$ cat src/rtl/piso_tx_ctrl.sv
// piso_tx_ctrl: serial transmit controller for a WIDTH-bit PISO shift register.
// Accepts parallel words over valid/ready, shifts them out MSB-first with each
// bit held for DIV clocks, and generates frame/busy/done strobes.
// Optional feature macro: PARITY_EN appends an even-parity bit to each frame.
// Legal parameter ranges: WIDTH 2..16, DIV 1..256.

module piso_tx_ctrl #(
  parameter int WIDTH = 4,
  parameter int DIV   = 1
) (
  input  logic             clk,
  input  logic             res,
  input  logic [WIDTH-1:0] d,
  input  logic             valid,
  output logic             ready,
  output logic             o,
  output logic             frame,
  output logic             busy,
  output logic             done
);

  localparam int CW = $clog2(WIDTH + 1);
  localparam int DW = (DIV > 1) ? $clog2(DIV) : 1;

  localparam logic [CW-1:0] BIT_LAST = CW'(WIDTH - 1);
  localparam logic [DW-1:0] DIV_LAST = DW'(DIV - 1);

  // Reject out-of-range configurations at elaboration time.
  generate
    if (WIDTH < 2 || WIDTH > 16) begin : g_bad_width
      $error("piso_tx_ctrl: WIDTH must be in 2..16");
    end
    if (DIV < 1 || DIV > 256) begin : g_bad_div
      $error("piso_tx_ctrl: DIV must be in 1..256");
    end
  endgenerate

`ifdef PARITY_EN
  typedef enum logic [1:0] {
    S_IDLE  = 2'd0,
    S_SHIFT = 2'd1,
    S_PAR   = 2'd2
  } state_t;
`else
  typedef enum logic [1:0] {
    S_IDLE  = 2'd0,
    S_SHIFT = 2'd1
  } state_t;
`endif

  state_t           state;
  state_t           state_n;
  logic [WIDTH-1:0] sreg;
  logic [WIDTH-1:0] sreg_n;
  logic [CW-1:0]    bit_cnt;
  logic [CW-1:0]    bit_cnt_n;
  logic [DW-1:0]    div_cnt;
  logic [DW-1:0]    div_cnt_n;
`ifdef PARITY_EN
  logic             par;
  logic             par_n;
`endif

  logic             o_n;
  logic             busy_n;
  logic             done_n;
  logic             div_wrap;
  logic             accept;

  // With DIV=1 the divider never leaves 0, so every cycle is a wrap.
  assign div_wrap = (div_cnt == DIV_LAST);

  // The registered done flag marks the final cycle of a frame, which is the
  // only in-frame cycle where a new word may be taken without a gap.
  assign ready  = ~res & ((state == S_IDLE) | done);
  assign accept = valid & ready;

  // frame and busy cover exactly the same cycles.
  assign frame = busy;

  // Next-state logic: advance divider/bit counters, then let an accepted word
  // override whatever the frame-end decision was.
  always_comb begin
    state_n   = state;
    sreg_n    = sreg;
    bit_cnt_n = bit_cnt;
    div_cnt_n = div_cnt;
`ifdef PARITY_EN
    par_n     = par;
`endif

    case (state)
      S_IDLE: begin
        state_n = S_IDLE;
      end

      S_SHIFT: begin
        if (div_wrap) begin
          div_cnt_n = '0;
          sreg_n    = {sreg[WIDTH-2:0], 1'b0};
          bit_cnt_n = bit_cnt + CW'(1);
          if (bit_cnt == BIT_LAST) begin
`ifdef PARITY_EN
            state_n = S_PAR;
`else
            state_n = S_IDLE;
`endif
          end
        end else begin
          div_cnt_n = div_cnt + DW'(1);
        end
      end

`ifdef PARITY_EN
      S_PAR: begin
        if (div_wrap) begin
          div_cnt_n = '0;
          state_n   = S_IDLE;
        end else begin
          div_cnt_n = div_cnt + DW'(1);
        end
      end
`endif

      default: begin
        state_n   = S_IDLE;
        bit_cnt_n = '0;
        div_cnt_n = '0;
      end
    endcase

    if (accept) begin
      state_n   = S_SHIFT;
      sreg_n    = d;
      bit_cnt_n = '0;
      div_cnt_n = '0;
`ifdef PARITY_EN
      par_n     = ^d;
`endif
    end
  end

  // Output decode from the next state so that o/busy/done come straight out
  // of flops and line up with the cycle the state describes.
  always_comb begin
    o_n    = 1'b0;
    busy_n = (state_n != S_IDLE);
    done_n = 1'b0;

    case (state_n)
      S_SHIFT: begin
        o_n = sreg_n[WIDTH-1];
`ifndef PARITY_EN
        done_n = (bit_cnt_n == BIT_LAST) && (div_cnt_n == DIV_LAST);
`endif
      end
`ifdef PARITY_EN
      S_PAR: begin
        o_n    = par_n;
        done_n = (div_cnt_n == DIV_LAST);
      end
`endif
      default: begin
        o_n    = 1'b0;
        done_n = 1'b0;
      end
    endcase
  end

  // State, datapath and output registers; reset discards any in-flight word.
  always_ff @(posedge clk) begin
    if (res) begin
      state   <= S_IDLE;
      sreg    <= '0;
      bit_cnt <= '0;
      div_cnt <= '0;
`ifdef PARITY_EN
      par     <= 1'b0;
`endif
      o       <= 1'b0;
      busy    <= 1'b0;
      done    <= 1'b0;
    end else begin
      state   <= state_n;
      sreg    <= sreg_n;
      bit_cnt <= bit_cnt_n;
      div_cnt <= div_cnt_n;
`ifdef PARITY_EN
      par     <= par_n;
`endif
      o       <= o_n;
      busy    <= busy_n;
      done    <= done_n;
    end
  end

endmodule
$ cat config.mk
export PLATFORM = sky130hd
export DESIGN_NAME = piso_tx_ctrl
export DESIGN_NICKNAME = d
export VERILOG_FILES = /design/src/rtl/piso_tx_ctrl.sv
export SDC_FILE = /design/constraint.sdc
export NUM_CORES = 1
export LEC_CHECK = 0
export CORE_AREA = 2 2 39 41
export CTS_CLUSTER_DIAMETER = 150
export DETAILED_ROUTE_END_ITERATION = 8
export DIE_AREA = 0 0 41 43
export PLACE_DENSITY_LB_ADDON = 0.12
export SLEW_MARGIN = 20
export SYNTH_ARGS = -nofsm -noshare
export SYNTH_HDL_FRONTEND = slang
export SYNTH_SLANG_ARGS = --single-unit
export TNS_END_PERCENT = 50
$ cat constraint.sdc
create_clock -name clk -period 3.57 [get_ports clk]
set_input_delay 0.714 -clock clk [delete_from_list [all_inputs] [get_ports clk]]
set_output_delay 0.714 -clock clk [all_outputs]
set_load 0.005 [all_outputs]
==> results of run 1 <==
[cells by family after synthesis]
kind of cell | Yosys count | synth area share
mux | 3 | 0.0498
other cells | 1 | 0.00622
simple gates | 24 | 0.241
xor+xnor | 1 | 0.0145
fa+ha+maj | 2 | 0.0415
buf+inv | 6 | 0.0684
flops | 13 | 0.432
compound gates | 11 | 0.147
[power groups by stage]
stage          clock (W)  sequential, W  combinational, W
2_1_floorplan          0       0.000156         0.0000186
3_3_place_gp           0       0.000157         0.0000312
3_5_place_dp           0       0.000157         0.0000311
4_1_cts        0.0000948       0.000154         0.0000313
5_1_grt         0.000103       0.000154         0.0000340
6_report       0.0000910       0.000154         0.0000311
[sequential cells by signal, summed over array words and instances (netlist names)]
signal   cells
bit_cnt      3
busy         1
div_cnt      1
done         1
o            1
sreg         4
state        2
[cell usage after synthesis (2+ instances only)]
cell type / number
sky130_fd_sc_hd__nor2_1: 6
sky130_fd_sc_hd__nand2_1: 5
sky130_fd_sc_hd__nand2b_1: 3
sky130_fd_sc_hd__ha_1: 2
sky130_fd_sc_hd__mux2i_1: 3
sky130_fd_sc_hd__a311oi_1: 2
sky130_fd_sc_hd__inv_1: 3
sky130_fd_sc_hd__dfxtp_1: 13
sky130_fd_sc_hd__nor2_2: 2
sky130_fd_sc_hd__o21ai_0: 2
sky130_fd_sc_hd__buf_4: 2
sky130_fd_sc_hd__nor3b_1: 2
[final timing paths]
check,to,cells after the start,startpoint
max reg2reg,done,6,bit_cnt[0]
min reg2reg,sreg[1],2,sreg[0]
max,ready,3,res
min,sreg[1],2,sreg[0]
[metrics by stage]
stage          total power (W)  cell area [µm²]  hold slack, ps
3_5_place_dp          0.000188              703             467
6_report              0.000276              729             480
5_1_grt               0.000291              729             502
3_3_place_gp          0.000188              703             459
4_1_cts               0.000280              729             479
2_1_floorplan         0.000175              603             446
[worst max-delay path, cell delays in order]
cell and delay (ps):
sky130_fd_sc_hd__clkdlybuf4s50_1 560, sky130_fd_sc_hd__nor2b_1 160, sky130_fd_sc_hd__clkdlybuf4s50_1 500
[cell type report]
class                      count  area share
tap                           16      0.0274
multi-input combinational     42       0.413
clock buffer                   4      0.0360
sequential                    13       0.357
timing repair buffer          11       0.151
inverter                       3      0.0154
[layer usage]
layer,wire [µm],share of wire,global-route usage,up-vias
met5,0,0,0,-
met4,20,0.020,0.0800,0
met3,42,0.042,0.0471,2
met2,429,0.43,0.181,8
met1,508,0.51,0.194,194
li1,-,-,-,236
==> results summary, run 1 <==
The cell sitting at the root of the clock tree is a sky130_fd_sc_hd__clkbuf_4. The largest net degree at the start of global routing is 12. The hold violation total from the final report is 0. The repair_antennas step left the layout with diodes totalling 0. The share of the clock period used by the worst path came out at 0.744. The floorplan has 14 rows. The final setup skew is 0.332 ps. The weighted congestion reported at the end of routability-driven placement came out at 0.730. The number of clock buffers inserted by TritonCTS came out at 3. Excluding fillers, the count of instances in the completed layout stands at 89. In the post-synthesis netlist, the biggest area contributors are sky130_fd_sc_hd__dfxtp_1, sky130_fd_sc_hd__mux2i_1, sky130_fd_sc_hd__ha_1. The first-pass GRT wire length came out at 1.65 mm. The fill cell instance count of the final layout is 145. The combined flip-flop and latch cell area is 260 µm². For this run the aggregate overflow at the end of global routing stands at 0.

Among all flip-flop cells after synthesis, the most frequent one is sky130_fd_sc_hd__dfxtp_1. The final layout contains routed wiring with a total length of 1.00 mm. Leaving out fill and tap cells, the most frequent cell in the layout is sky130_fd_sc_hd__dfxtp_1. TritonCTS built the clock tree. The final layout net count is 83. The area of the mapped netlist came out at 603 µm².

The number of clock sinks is 13. The synthesis-to-layout area growth is 21.0%. The fraction of layout cells with a size suffix above 1 came out at 0.137.

After clock tree synthesis, the repair step resized 0 gates. The clock input transition at the sequential cells of the worst setup and hold paths is 80 ps. The top cell types in the final layout, fill and taps aside, are sky130_fd_sc_hd__dfxtp_1, sky130_fd_sc_hd__clkdlybuf4s50_1, sky130_fd_sc_hd__nor2_1. The share of the Yosys chip area taken by registers is 0.432. The detailed-router iteration count before antenna repair is 4. Setup violations remaining at the end of the flow were counted as 0.

For this design the ratio of total power to cell area is approximately 380 nW/µm². In this run, placement finished with an instance count of 85. The synthesized area per cell came out at 9.89 µm². The biggest area contributor in the post-synthesis netlist is sky130_fd_sc_hd__dfxtp_1.

The sum of negative setup slack came out at 0 ps. Summed over all cells, the static leakage comes to approximately 0.29 nW. The largest driver fanout on the critical path is 8. The combined global-route utilization of all metal layers is 0.140. The category of the worst setup path capture point is a primary output. For the worst setup path, the data required time is 2860 ps. The final period demand of the worst path is roughly 2700 ps. The worst setup path is launched from an input pin. The type of the worst setup path is in -> out. Max-cap violations in this run came to 0.

The number of synthesized flops with an enable pin came out at 0. The number of DRC markers after the initial detailed-route iteration came out at 12. The gate count of the mapped netlist came out at just over 60. The worst-case setup slack after placement is 913 ps. Counting flops and latches in the post-synthesis netlist gives 13. The combinational fraction of design power came out at 0.113. The flow ran to the end, and the final reports show no timing, DRC or antenna violations. The floorplan core area is around 1400 µm². Timing would allow up to ~380 MHz. Dividing the detail-routed wire length by the instance count gives 11.2 µm. Pin placement for this block handled 12 I/O pins. The switching power is 0.0000653 W. For this run, asynchronously set or reset flops after synthesis account for 0.

The number of routed nets with antenna violations is 0. The total of hold buffers inserted after clock tree synthesis came out at 0. The class of the worst hold path is reg -> reg. The average via count per standard cell is 4.94.

Setup repair after global routing left no endpoint under its margin. The number of synthesis warnings came out at 0. During placement, the flow inserted port buffers numbering 11. The clock passes through at most 2 buffers. The number of vias in the routed layout is 440. The worst voltage drop across the vdd grid came out at 0.237 mV. Once layout is complete, the utilization of the core stands at 0.527.

Summing all multi-input logic gate instances after layout gives ~300 µm². After clock tree synthesis, the setup repair step added 0 buffers. In this run the vertical extent of the chip is 43 µm. The level count of the clock H-tree is 1. The register share of total power is 0.557.

The starting density of the core is 0.436. Detailed placement finished with a half-perimeter wire length of 763 µm. When the netlist entered floorplanning its net count stood at 70.

The share of the synthesized area in the top cell type is 0.432. For the worst-skew pair, the clock arrives at the later sink with an insertion delay of 270 ps. The max-slew violation total from the final report came out at 0. The number of antenna violations at the first check in global routing came out at 0. The horizontal extent of the die came out at 41 µm. The netlist uses 28 different library cells. The switching share of power came out at 0.237. The total die area is 1760 µm². The internal power component is 0.000210 W. The share of total power in the clock network is 0.330. The worst reg-to-reg setup slack came out at 2180 ps. Data on the critical path arrives at its endpoint at approximately 1900 ps.

After detailed routing, the number of remaining DRC violations is 0. The minimum setup slack in the final design came out at 915 ps. The via count of the first global-routing pass came out at 403.
No activity file was read; power rests on OpenSTA's default activity.
==> inputs of run 2 (changes only) <==
- clock period: 3.57 -> 2.5 ns (I/O delays scaled with it)
==> run 2 against run 1 <==
Effect of this change: worst hold slack is essentially flat; non-clock buffer count grew 1; critical path type is now reg -> out; critical path depth is the same; global-route usage grew 1.5 points; combinational power grew 48%; final cell count grew 1.1%; highest routed layer unchanged.
==> results summary, run 2 (synthesis results as in run 1) <==
Result of the run: complete, no violations (unchanged). The number of buffers between clock root and the deepest sink is 2 (unchanged). The total wire length is 1.05 mm (was 1.00 mm).

RSZ-0062 raised after global routing: false (unchanged). The buffers inserted during post-CTS setup optimization is 0 (unchanged). The static leakage came out at 0.299 nW (was 0.291 nW).

The via count of the first global-routing pass came out at 432 (was 403). The slowest cell on the critical path was sky130_fd_sc_hd__clkdlybuf4s50_1 (unchanged). The number of DRC markers after the initial detailed-route iteration is 12 (unchanged). The dominant delay contributor by cell family on the critical path was buffers and inverters (unchanged).

The number of non-filler instances in the completed layout was 90 (was 89). The weighted congestion reported at the end of routability-driven placement is 0.682 (was 0.730). The total half-perimeter wirelength after legalization and detailed placement came out at 781 µm (was 763 µm). The minimum setup slack in the final design was 391 ps (was 915 ps). The largest net degree at the start of global routing came out at 12 (unchanged).

The detailed-router iteration count before antenna repair came out at 4 (unchanged). The first-pass GRT wire length came out at 1.78 mm (was 1.65 mm). The final setup violation count is 0 (unchanged). The register bank with the most flops is sreg (unchanged). The total of hold buffers inserted after clock tree synthesis came to 0 (unchanged).

The final setup skew is 5.82 ps (was 0.332 ps). The synthesis-to-layout area growth was 22.4% (was 21.0%). The leading cell type in the layout, fill and taps excluded is sky130_fd_sc_hd__dfxtp_1 (unchanged).

The power per cell area is 531 nW/µm² (was 378 nW/µm²). The total area of multi-input combinational cells is 302 µm² (unchanged). The endpoint arrival time on the critical path came to 1610 ps (was 1940 ps).

The number of routed nets with antenna violations came out at 0 (unchanged). The class of the worst hold path is reg -> reg (unchanged). The largest driver fanout on the critical path came to 7 (was 8). The combined global-route utilization of all metal layers came out at 0.154 (was 0.140).

The number of vias in the routed layout is 460 (was 440). The TritonCTS clock tree is built (unchanged). The average via count per standard cell is 5.11 (was 4.94). The starting density of the core was 0.436 (unchanged). The worst voltage drop across the vdd grid is 0.265 mV (was 0.237 mV). The number of clock sinks came out at 13 (unchanged). The delay of the slowest cell on the worst path is 500 ps (was 560 ps). The post-route worst hold slack is 481 ps (was 480 ps).

The sum of negative setup slack is 0 ps (unchanged). The clock input transition at the sequential cells of the worst setup and hold paths was 80 ps (about the same). The number of I/O port buffers is 11 (unchanged). The type of the worst setup path is reg -> out (was in -> out). The count of antenna diodes in the layout is 0 (unchanged).

The number of buffers and inverters on the critical path is 1 (was 2). The share of the clock period used by the worst path is 0.843. The startpoint type of the worst setup path is a flop (was input pin). The highest clock frequency the design can meet is 474 MHz. The number of antenna violations at the first check in global routing is 0 (unchanged).

The floorplan core area came to 1380 µm² (unchanged). The cell total after placement came to 86 (was 85). The number of placement rows is 14 (unchanged). The combined flip-flop and latch cell area came out at 260 µm² (unchanged). The final layout net count is 84 (was 83). Most frequent cells in the layout: sky130_fd_sc_hd__dfxtp_1, sky130_fd_sc_hd__clkdlybuf4s50_1, sky130_fd_sc_hd__nor2_1 (unchanged). The max-cap violation count was 0 (unchanged). The number of clock buffers inserted by TritonCTS was 3 (unchanged).

The fraction of layout cells with a size suffix above 1 is 0.162 (was 0.137). The worst-case setup slack after placement is 464 ps (was 913 ps). The vertical die dimension is 43 µm (unchanged).

The number of gates resized after CTS came out at 0 (unchanged). Largest registers in the final layout: sreg x4, bit_cnt x3, state x2 (unchanged). The required arrival time at the worst endpoint came out at 2000 ps (was 2860 ps). The horizontal extent of the die is 41 µm (unchanged). The level count of the clock H-tree was 1 (unchanged). The number of top-level pins came to 12 (unchanged). The cell at the root of the clock tree was sky130_fd_sc_hd__clkbuf_4 (unchanged). The category of the worst setup path capture point is a primary output (unchanged). The insertion delay of the later-clocked pin in the worst-skew pair came out at 270 ps (about the same). Critical-path cell list: o21bai_2 -> nor2b_1 -> clkdlybuf4s50_1 (was clkdlybuf4s50_1 -> nor2b_1 -> clkdlybuf4s50_1). The final global-route overflow total came to 0 (unchanged).

The number of flip-flops under the largest register name is 4 (unchanged). The hold violation total from the final report came out at 0 (unchanged). The average detailed-routed wire length per instance came out at 11.6 µm (was 11.2 µm). The max-slew violation total from the final report came out at 0 (unchanged). The detailed-route DRC error count came out at 0 (unchanged). The total die area is 1760 µm² (unchanged). The final period demand of the worst path is 2110 ps. The fill cell instance count of the final layout came to 133 (was 145).
[run 2: cell types whose count changed in the layout (fill, tap and decap cells not counted), sizes merged]
cell,delta
buf,+1
clkbuf,-1
clkinv,+1
[run 2: final cells by class]
cell class | count | area share
tap | 16 | 0.0271
multi-input combinational | 42 | 0.408
inverter | 3 | 0.0153
clock inverter | 1 | 0.00678
sequential | 13 | 0.353
clock buffer | 3 | 0.0305
timing repair buffer | 12 | 0.159
[run 2: report_power, final]
part           internal, W  leakage, nW   total, W  switching (W)
Clock            0.0000592       0.0177   0.000126      0.0000672
Sequential        0.000214        0.106   0.000220     0.00000582
Combinational    0.0000256        0.175  0.0000461      0.0000205
[run 2: worst paths after layout]
kind         startpoint       to  slack (ps)  cells after the start
max            state[1]    ready         390                      3
min             sreg[0]  sreg[1]         480                      2
max reg2reg  bit_cnt[0]     done        1080                      6
min reg2reg     sreg[0]  sreg[1]         480                      2
[run 2: metal layers]
layer | vias to the layer above | track usage | routed length, µm
li1 | 237 | - | -
met1 | 211 | 0.175 | 488
met2 | 10 | 0.225 | 491
met3 | 2 | 0.0785 | 54
met4 | 0 | 0.0800 | 13
met5 | - | 0 | 0
[run 2: through the flow]
stage	total power, W	utilization	instance area, µm²
6_report	0.000392	0.533	738
5_1_grt	0.000415	0.533	738
4_1_cts	0.000397	0.533	738
3_5_place_dp	0.000271	0.514	711
3_3_place_gp	0.000270	0.514	711
2_1_floorplan	0.000250	-	603
[run 2: worst register-to-register path: stages, from the launching register on]
cell and delay, ps:
sky130_fd_sc_hd__dfxtp_1 350, sky130_fd_sc_hd__ha_1 210, sky130_fd_sc_hd__ha_1 170, sky130_fd_sc_hd__nand2b_1 60
sky130_fd_sc_hd__nand3_1 100, sky130_fd_sc_hd__nand2b_1 200, sky130_fd_sc_hd__nor4_1 230
